--- config.mk ---
export PLATFORM = sky130hd
export DESIGN_NAME = fre_display
export DESIGN_NICKNAME = d
export VERILOG_FILES = /design/src/rtl/fre_display.sv
export SDC_FILE = /design/constraint.sdc
export NUM_CORES = 1
export LEC_CHECK = 0
export ABC_AREA = 1
export CAP_MARGIN = 30
export CELL_PAD_IN_SITES_DETAIL_PLACEMENT = 1
export CELL_PAD_IN_SITES_GLOBAL_PLACEMENT = 2
export CORE_ASPECT_RATIO = 0.75
export CORE_MARGIN = 3
export CORE_UTILIZATION = 37
export CTS_CLUSTER_DIAMETER = 50
export DETAILED_ROUTE_END_ITERATION = 10
export PLACE_DENSITY_LB_ADDON = 0.1
export SYNTH_ARGS = -nofsm -noshare
export SYNTH_HDL_FRONTEND = slang
export SYNTH_SLANG_ARGS = --single-unit
--- constraint.sdc ---
create_clock -name clk -period 6.1 [get_ports clk]
set_input_delay 1.525 -clock clk [delete_from_list [all_inputs] [get_ports clk]]
set_output_delay 1.525 -clock clk [all_outputs]
set_load 0.05 [all_outputs]
--- src/rtl/fre_display.sv ---
`default_nettype none
// ============================================================================
// Module   : fre_display
// Purpose  : Converts a 14-bit measured frequency to four BCD digits with a
//            sequential double-dabble engine, then scans them onto a 4-digit
//            common-anode 7-segment display (active-low enables/segments).
// Revision : 1.0 - initial release
// ============================================================================
module fre_display #(
    parameter int SCAN_DIV = 50000
) (
    input  logic        clk,
    input  logic        rst_n,
    input  logic [13:0] Fre,
    input  logic        Fre_vld,
    output logic        busy,
    output logic [15:0] bcd_out,
    output logic        bcd_vld,
    output logic        Ovf,
    output logic [11:0] Seg
);

    localparam int                C_DIV_W     = $clog2(SCAN_DIV);
    localparam logic [C_DIV_W-1:0] C_DIV_LAST = C_DIV_W'(SCAN_DIV - 1);
    localparam logic [3:0]        C_LAST_ITER = 4'd13;
    localparam logic [13:0]       C_MAX_DISP  = 14'd9999;
    localparam logic [7:0]        C_SEG_BLANK = 8'hFF;
    localparam logic [7:0]        C_SEG_DASH  = 8'hBF;

    typedef enum logic [1:0] {
        ST_IDLE  = 2'd0,
        ST_SHIFT = 2'd1,
        ST_DONE  = 2'd2
    } state_t;

    state_t              state_q, state_d;
    logic [13:0]         bin_q, bin_d;
    logic [15:0]         scr_q, scr_d;
    logic [3:0]          cnt_q, cnt_d;
    logic                ovf_flag_q, ovf_flag_d;
    logic                busy_q, busy_d;
    logic [15:0]         bcd_q, bcd_d;
    logic                vld_q, vld_d;
    logic                ovf_q, ovf_d;
    logic [C_DIV_W-1:0]  div_q, div_d;
    logic [1:0]          idx_q, idx_d;
    logic [11:0]         seg_q, seg_d;

    logic [15:0]         w_adj;
    logic [29:0]         w_shl;
    logic                w_div_tc;
    logic [3:0]          w_nz;
    logic [3:0]          w_digit;
    logic                w_blank;

    function automatic logic [7:0] seg_code(input logic [3:0] d);
        case (d)
            4'd0:    seg_code = 8'hC0;
            4'd1:    seg_code = 8'hF9;
            4'd2:    seg_code = 8'hA4;
            4'd3:    seg_code = 8'hB0;
            4'd4:    seg_code = 8'h99;
            4'd5:    seg_code = 8'h92;
            4'd6:    seg_code = 8'h82;
            4'd7:    seg_code = 8'hF8;
            4'd8:    seg_code = 8'h80;
            4'd9:    seg_code = 8'h90;
            default: seg_code = C_SEG_BLANK;
        endcase
    endfunction

    // Converter FSM: capture on strobe, 14 add-3/shift iterations, publish result
    always_comb begin
        state_d    = state_q;
        bin_d      = bin_q;
        scr_d      = scr_q;
        cnt_d      = cnt_q;
        ovf_flag_d = ovf_flag_q;
        bcd_d      = bcd_q;
        ovf_d      = ovf_q;
        vld_d      = 1'b0;
        w_adj      = scr_q;
        for (int i = 0; i < 4; i++) begin
            if (scr_q[4*i +: 4] >= 4'd5) begin
                w_adj[4*i +: 4] = scr_q[4*i +: 4] + 4'd3;
            end
        end
        w_shl = {w_adj, bin_q} << 1;
        case (state_q)
            ST_IDLE: begin
                if (Fre_vld) begin
                    bin_d      = Fre;
                    scr_d      = '0;
                    cnt_d      = '0;
                    ovf_flag_d = (Fre > C_MAX_DISP);
                    state_d    = ST_SHIFT;
                end
            end
            ST_SHIFT: begin
                scr_d = w_shl[29:14];
                bin_d = w_shl[13:0];
                cnt_d = cnt_q + 4'd1;
                if (cnt_q == C_LAST_ITER) begin
                    state_d = ST_DONE;
                end
            end
            ST_DONE: begin
                bcd_d   = ovf_flag_q ? 16'h9999 : scr_q;
                ovf_d   = ovf_flag_q;
                vld_d   = 1'b1;
                state_d = ST_IDLE;
            end
            default: state_d = ST_IDLE;
        endcase
        busy_d = (state_d != ST_IDLE);
    end

    // Scan: free-running divider, digit rotation and registered segment drive.
    // bcd_q/ovf_q double as the display register, so all digits change together.
    always_comb begin
        w_div_tc = (div_q == C_DIV_LAST);
        div_d    = w_div_tc ? '0 : div_q + 1'b1;
        idx_d    = w_div_tc ? idx_q + 2'd1 : idx_q;
        for (int k = 0; k < 4; k++) begin
            w_nz[k] = |bcd_q[4*k +: 4];
        end
        case (idx_d)
            2'd0: begin
                w_digit = bcd_q[3:0];
                w_blank = 1'b0;
            end
            2'd1: begin
                w_digit = bcd_q[7:4];
                w_blank = ~|w_nz[3:1];
            end
            2'd2: begin
                w_digit = bcd_q[11:8];
                w_blank = ~|w_nz[3:2];
            end
            default: begin
                w_digit = bcd_q[15:12];
                w_blank = ~w_nz[3];
            end
        endcase
        seg_d = seg_q;
        if (w_div_tc) begin
            seg_d[11:8] = ~(4'b0001 << idx_d);
            if (ovf_q) begin
                seg_d[7:0] = C_SEG_DASH;
            end else if (w_blank) begin
                seg_d[7:0] = C_SEG_BLANK;
            end else begin
                seg_d[7:0] = seg_code(w_digit);
            end
        end
    end

    // State and output registers with asynchronous reset
    always_ff @(posedge clk or negedge rst_n) begin
        if (!rst_n) begin
            state_q    <= ST_IDLE;
            bin_q      <= '0;
            scr_q      <= '0;
            cnt_q      <= '0;
            ovf_flag_q <= 1'b0;
            busy_q     <= 1'b0;
            bcd_q      <= '0;
            vld_q      <= 1'b0;
            ovf_q      <= 1'b0;
            div_q      <= '0;
            idx_q      <= '0;
            seg_q      <= 12'hFFF;
        end else begin
            state_q    <= state_d;
            bin_q      <= bin_d;
            scr_q      <= scr_d;
            cnt_q      <= cnt_d;
            ovf_flag_q <= ovf_flag_d;
            busy_q     <= busy_d;
            bcd_q      <= bcd_d;
            vld_q      <= vld_d;
            ovf_q      <= ovf_d;
            div_q      <= div_d;
            idx_q      <= idx_d;
            seg_q      <= seg_d;
        end
    end

    assign busy    = busy_q;
    assign bcd_out = bcd_q;
    assign bcd_vld = vld_q;
    assign Ovf     = ovf_q;
    assign Seg     = seg_q;

endmodule
`default_nettype wire

======== After elaboration in Yosys (flattened, before gate mapping) ========
Memories as Yosys holds them, arrays and structs flattened.
Index checks and enable logic that the tools add are counted.
cells by class
  add/sub/neg operators ................... 7
  order comparisons ....................... 5
  equality and inequality tests ........... 7
  shifts and indexed selects .............. 1
  muxes and demuxes ....................... 21
  bitwise gates (word level) .............. 2
  reductions and logical operators ........ 11
operators with widths
  operator                 count
  $mux W16                 3
  $pmux W16 S2             1
  $pmux W14 S2             1
  $add A16 B1 Y16 const B  1
  $eq A16 B16 Y1 const B   1
  $ge A4 B3 Y1 const B     4
  $mux W4                  4
  $mux W8                  2
  $gt A14 B14 Y1 const B   1
  $mux W14                 1
  $add A4 B2 Y4 const B    3
  $pmux W4 S3              1
  $reduce_or A12 Y1        1
  $pmux W4 S2              1
  $reduce_or A8 Y1         1
  $mux W2                  3
  $add A4 B1 Y4 const B    1
  $eq A2 B1 Y1 const B     2
  $eq A2 B2 Y1 const B     2
  $eq A4 B4 Y1 const B     1
  $logic_not A2 Y1         2
  $not A4 Y4               1
  $pmux W2 S2              1
  $reduce_and A2 Y1        2
  11 further kinds         13
storage, ports and cells
  bits in registers ....................... 86
  ROM bits ................................ 112
  input port bits ......................... 17
  output and inout bits ................... 31
  word-level logic and storage cells ...... 67
  memories kept ........................... 1
memory list
  memory            words  bits a word  read ports  clocked after Yosys merged registers in  wr ports  RTL line  RTL
  (name not given)  16     7            1           0                                        0         57        case (d)

======== Longest topological paths before layout ========
Gate-level depths: netlist (run 1).
An unclocked memory read counts as a cell.
  word-level depth ........................ 7
  gate-level depth with buffers ........... 18
  gate-level depth less buffers ........... 18

======== Worst setup path after synthesis (run 1) ========
OpenSTA, ideal clock, no wires.
  kind .................................... input port to flip-flop
  start ................................... in Fre_vld
  end ..................................... reg scr_q[13]
  setup time .............................. 0.083 ns
  data arrival time ....................... 2.490 ns
  data required time ...................... 6.017 ns
  path slack .............................. 3.528 ns
  stages on the path ...................... 6
  path buffers ............................ 1
  cell sequence ........................... nand2_1 > inv_1 > nor2_1 > inv_2 > clkbuf_1 > o22ai_1
on the way
  word-level cells in the longest chain between the ends .. 2
ends and longest elaborated chain
  element                             RTL line  RTL
  start: declaration                  15        input logic Fre_vld,
  $ne A2 B2 Y1 (no source line)       --
  $reduce_and A2 Y1 (no source line)  --
  end signal: assignment              176       scr_q <= scr_d;
  end: declaration                    38        logic [15:0] scr_q, scr_d;
Every way passes these cells.
A chain may end at the register's enable or synchronous reset.

======== Worst setup path in the final report (run 1) ========
  start ................................... reg seg_q[11] (netlist: Seg[11])
  end ..................................... out Seg[11]
RTL lines
  element                   RTL line  RTL
  start: declaration        47        logic [11:0] seg_q, seg_d;
  start signal: assignment  185       seg_q <= seg_d;
  end: declaration          20        output logic [11:0] Seg
No word-level cell between the ends.

==> qor.yml, run 1 <==
outcome: "finished, final reports clean"
slew-limit-headroom_pct: 42.6
dp.cells: 680
top_layer: "met4"
cts_buffers: 9
synth_seq_area_share_pct: 50.5
period_needed_ns: 3.20
drtAntennaViolNets: 0
p_leak_nw: 2.47
cpLargestDelayFamily: "buffers and inverters"
rsz0062_at_grt: "false"
nets: 582
core-area_sq_mm: 0.0111
wl_per_cell_um: 16.1
cts_setup_buffers: 0
ir_drop_mv: 0.168
synth_top_area_share_pct: 43.7
clock_sink_count: 85
arrival_ns: 1.68
fin_worst_skew_ns: 0.00876
grt_max_degree: 45
grt_overflow_total: 0
netlist_area_sq_mm: 0.00424
die_x_um: 130
slew_viol_final: 0
synth_top_area_cell: "dfrtp_1"
synth_cells: 501
wl_met2_um: 4940
cts_tree: "built"
drc_errors: 0
clk_path_buf_depth: 2
antenna_found_initial: 0
fin_ws_ns: 2.90
critical_path.startpoint_type: "flop"
grt_pass1_vias: 3701
synth_area_per_cell_sq_um: 8.47
start_util_pct: 38.3
cts_resized: 0
grt_first_pass_wirelength_um: 19200
rows: 33
timing.rr.end: "bcd_out[1]"
met1Wirelength_um: 5770
fillers: 1316
worst_path_largest_cell_delay_ns: 0.81
ios: 48
die_h_um: 98.7
r2r_start: "state_q[0]"
fin_area_sq_mm: 0.00514
gp_congestion: 0.827
first_pass_iters: 4
met3_length_um: 407
max_freq_mhz: 312
avgViaCountPerCell: 5.11
post-route-util_pct: 46.5
hold_viol: 0
wl_um: 11200
cp_max_fo: 2
critPathKind: "flop to output port"
hold_path_end: "Seg[6]"
grtUsageTotal_pct: 18.8
hold_class: "flop to flop"
yosysWarnings: 0
post_layout_nonfiller_instances: 696
timing.hold.worst.start: "Seg[6]"
drive_gt1_share_pct: 10.6
dp_worst_setup_slack_ns: 2.83
fin_setup_tns_ns: 0
r2r_setup_slack_ns: 3.24
regArea_sq_mm: 0.00214
n_antenna_cell: 0
synth.distinct_cells: 39
hold_path_depth: 2
max_cap_violations: 0
critPathSlowestCell: "clkdlybuf4s50_1"
first_iter_violations: 187
portBuffers: 46
synth_nets: 532
crit_path_end_kind: "output port"
powerDensity_mw_per_mm2: 443
syn_to_final_growth_pct: 21.3
crit_path_cell_trace: "clkdlybuf4s50_1"
tightestPinTransition_ns: 0.857
dieArea_sq_mm: 0.0128
post_dp_cell_area_sq_mm: 0.00487
root_buffer: "clkbuf_16"
clk_latency_ns: 0.34
crit_required_ns: 4.58
multi_input_area_sq_mm: 0.00180
synth_area_leaders: "dfrtp_1 (44%), nand2_1 (8.5%), dfstp_2 (6.8%)"
path_clk_slew_ns: 0.06
dr_total_vias: 3556
hpwl_um: 8170
crit_buf_inv: 1
cts.htree.levels: 3
cts_hold_buf: 0
setup_violations: 0
r2r_cells: 5
period_share_pct: 52.5
ys_ff_latch: 85
-- worst max path at each step --
stage,startpoint,endpoint,cells after the start
floorplan,Fre_vld,scr_q[13],6
global placement,Fre_vld,scr_q[4],6
detailed placement,Fre_vld,scr_q[2],6
CTS,Seg[11],Seg[11],1
global route,Seg[11],Seg[11],1
finish,Seg[11],Seg[11],1
-- logic make-up after synthesis --
family	count (synthesis)	share of synthesized area [%]
buffers and inverters	80	7.20
flip-flops	85	50.5
other	1	0.0884
AO/OA/AOI/OAI	88	12.6
adder cells (fa/ha/maj)	14	4.13
XOR/XNOR	8	1.65
AND/OR/NAND/NOR	225	23.9
-- flip-flops by register name (all words and copies together), names as in the netlist, 2 cells and up --
name and flops:
bin_q 14, state_q 2, scr_q 16, Seg 11, div_q 16, cnt_q 4
bcd_out 16, idx_q 2
-- power by group --
part	total (mW)	internal (mW)	switching, mW	leakage (nW)
Clock	0.509	0.286	0.223	0.129
Sequential	0.847	0.724	0.123	1.04
Combinational	0.923	0.310	0.613	1.30
-- metal layers --
layer  vias up  track usage [%]
met4         0             4.55
met2        51             28.6
met5         -                0
met1      1748             27.5
li1       1749                -
met3         8             4.06
-- cells in the mapped netlist --
| master | number |
|---|---|
| a221oi_1 | 1 |
| nand4_1 | 7 |
| clkbuf_1 | 8 |
| nand2_1 | 96 |
| conb_1 | 1 |
| nor3_1 | 1 |
| a31oi_1 | 1 |
| nor2_2 | 6 |
| o21ai_0 | 34 |
| a21oi_1 | 19 |
| or2_2 | 1 |
| nand3_2 | 4 |
| inv_1 | 63 |
| o32ai_1 | 4 |
| o21bai_1 | 1 |
| clkinv_1 | 1 |
| nor2_1 | 57 |
| buf_4 | 1 |
| nand2_4 | 1 |
| nand3b_1 | 2 |
| o21a_1 | 1 |
| nor2_4 | 2 |
| clkinv_2 | 1 |
| xor2_1 | 8 |
| nand2_2 | 8 |
| o21ai_1 | 1 |
| o22ai_1 | 10 |
| nand3_1 | 34 |
| ha_1 | 14 |
| o21ai_4 | 1 |
| o221ai_1 | 1 |
| a21oi_2 | 1 |
| o311ai_0 | 1 |
| a22oi_1 | 11 |
| nor4_1 | 6 |
| inv_2 | 6 |
| a32o_1 | 1 |
| dfstp_2 | 11 |
| dfrtp_1 | 74 |
-- placed cells by master, fill, tap and decap left out, types with 6 or more instances in the layout --
| cell | n |
|---|---|
| inv_1 | 63 |
| clkdlybuf4s50_1 | 45 |
| nand4_1 | 7 |
| nor2_2 | 6 |
| a21oi_1 | 19 |
| nand2_2 | 8 |
| o21ai_0 | 34 |
| dfstp_2 | 11 |
| xor2_1 | 8 |
| nor2_1 | 57 |
| dfrtp_1 | 74 |
| nand2_1 | 96 |
| a22oi_1 | 11 |
| o22ai_1 | 10 |
| clkbuf_16 | 9 |
| nand3_1 | 34 |
| ha_1 | 14 |
| inv_2 | 6 |
| nor4_1 | 6 |
-- area by class of cell --
| type | instances | share of cell area [%] |
|---|---|---|
| inverter | 71 | 5.21 |
| multi-input combinational | 336 | 34.9 |
| sequential | 85 | 41.6 |
| tap | 140 | 3.41 |
| timing repair buffer | 48 | 9.58 |
| clock buffer | 12 | 4.79 |
| clock inverter | 4 | 0.486 |
-- stage by stage --
stage | power [mW] | hold WS, ns
after floorplan | 1.47 | 0.433
after global placement | 1.74 | 0.462
after detailed placement | 1.78 | 0.467
after CTS | 2.31 | 0.476
after global routing | 2.46 | 0.502
final | 2.28 | 0.471
Note: power is estimated with default switching activity, not from simulation.
==> inputs of run 2 (changes only) <==
--- a/config.mk
+++ b/config.mk
@@ -11,7 +11,7 @@
 export CELL_PAD_IN_SITES_GLOBAL_PLACEMENT = 2
 export CORE_ASPECT_RATIO = 0.75
 export CORE_MARGIN = 3
-export CORE_UTILIZATION = 37
+export CORE_UTILIZATION = 34
 export CTS_CLUSTER_DIAMETER = 50
 export DETAILED_ROUTE_END_ITERATION = 10
 export PLACE_DENSITY_LB_ADDON = 0.1
==> constraint.sdc (replaced) <==
create_clock -name clk -period 3 [get_ports clk]
set_input_delay 0.75 -clock clk [delete_from_list [all_inputs] [get_ports clk]]
set_output_delay 0.75 -clock clk [all_outputs]
set_load 0.05 [all_outputs]
==> qor.yml, run 2 (synthesis gave the netlist of run 1 again) <==
period_needed_ns: 2.45
critical_path.startpoint_type: "flop"
fin_setup_tns_ns: 0  # unchanged
portBuffers: 46  # unchanged
grt_first_pass_wirelength_um: 19000  # -1.2%
core-area_sq_mm: 0.0119  # +7.3%
drtAntennaViolNets: 0  # unchanged
hold_class: "input pin to async pin"
r2r_cells: 15  # +10
first_pass_iters: 4  # unchanged
crit_buf_inv: 1  # unchanged
clk_latency_ns: 0.34  # about the same
max_cap_violations: 0  # unchanged
setup_violations: 0  # unchanged
post_layout_nonfiller_instances: 722  # +3.7%
grt_overflow_total: 0  # unchanged
rows: 34  # +3.0%
antenna_found_initial: 0  # unchanged
dr_total_vias: 3620  # +1.8%
fin_worst_skew_ns: 0.00594  # -0.00282 ns
dieArea_sq_mm: 0.0139  # +8.3%
start_util_pct: 35.7  # -2.6 points
cts_buffers: 9  # unchanged
cts_resized: 0  # unchanged
hold_viol: 0  # unchanged
cp_max_fo: 2  # unchanged
root_buffer: "clkbuf_16"
cts_hold_buf: 0  # unchanged
die_h_um: 103  # +4.1%
cpLargestDelayFamily: "buffers and inverters"
ios: 48  # unchanged
hpwl_um: 8390  # +2.7%
crit_path_end_kind: "output port"
drive_gt1_share_pct: 11.4  # +0.82 points
wl_um: 11300  # +0.94%
cts_setup_buffers: 0  # unchanged
clock_sink_count: 85  # unchanged
gp_congestion: 0.803  # -2.9%
slew_viol_final: 0  # unchanged
n_antenna_cell: 0  # unchanged
nets: 587  # +0.86%
powerDensity_mw_per_mm2: 897  # +100%
p_leak_nw: 2.51  # +1.2%
syn_to_final_growth_pct: 22.9
die_x_um: 135  # +4.1%
critPathSlowestCell: "clkdlybuf4s50_1"
cts.htree.levels: 3  # unchanged
wl_per_cell_um: 15.6  # -2.7%
ir_drop_mv: 0.311  # +85%
grtUsageTotal_pct: 17.2  # -1.6 points
tightestPinTransition_ns: 0.551  # -0.306 ns
final_common_cell: "nand2_1"
grt_max_degree: 53  # +18%
clk_path_buf_depth: 2  # unchanged
crit_required_ns: 2.25  # -2.33 ns
outcome: "finished, final reports clean"
first_iter_violations: 191  # +2.1%
final_cell_mix: "nand2_1 (96), dfrtp_1 (74), inv_1 (63)"
slew-limit-headroom_pct: 62.9  # +20 points
avgViaCountPerCell: 5.01  # -1.9%
critPathKind: "flop to output port"
period_share_pct: 81.8
arrival_ns: 1.70  # +0.02 ns
cp_num_cells: 1  # unchanged
grt_pass1_vias: 3684  # -0.46%
drc_errors: 0  # unchanged
dp.cells: 707  # +4.0%
path_clk_slew_ns: 0.06  # about the same
cts_tree: "built"
rsz0062_at_grt: "false"
max_freq_mhz: 407
worst_path_largest_cell_delay_ns: 0.81  # about the same
crit_path_cell_trace: "clkdlybuf4s50_1"
[run 2: metrics by stage]
step | power (mW) | hold WS, ns | cell area, sq um | util [%] | setup WS (ns)
floorplan | 2.98 | 0.433 | 4240 | - | 0.920
CTS | 4.74 | 0.385 | 5210 | 43.9 | 0.523
finish | 4.67 | 0.376 | 5210 | 43.9 | 0.545
detailed placement | 3.61 | 0.454 | 4930 | 41.5 | 0.564
global route | 5.05 | 0.398 | 5210 | 43.9 | 0.335
global placement | 3.57 | 0.445 | 4930 | 41.5 | 0.646
[run 2: final cells by class]
type / count / area, sq um
multi-input combinational: 336 / 1800
sequential: 85 / 2140
fill: 1371 / 6660
tap: 162 / 203
clock inverter: 5 / 52.6
inverter: 71 / 268
timing repair buffer: 53 / 523
clock buffer: 10 / 229
[run 2: worst paths after layout]
check,start,end,slack (ns)
worst max-delay path,Seg[2],Seg[2],0.55
worst min-delay path,rst_n,bcd_out[4],0.38
worst max register to register,div_q[4],Seg[3],0.59
worst min register to register,div_q[0],div_q[0],0.46
max in group asynchronous,rst_n,div_q[2],1.98
min in group clk,div_q[0],div_q[0],0.46
[run 2: power by group]
group	switching, mW	internal (mW)
Combinational	1.23	0.646
Clock	0.447	0.636
Sequential	0.247	1.47
Total	1.92	2.75
[run 2: metal layers]
| layer | track usage, % | vias to the layer above | share of wire (%) |
|---|---|---|---|
| li1 | - | 1752 | - |
| met1 | 25.5 | 1800 | 53 |
| met2 | 25.7 | 57 | 43 |
| met3 | 3.90 | 11 | 3.2 |
| met4 | 4.26 | 0 | 1.1 |
| met5 | 0 | - | 0 |
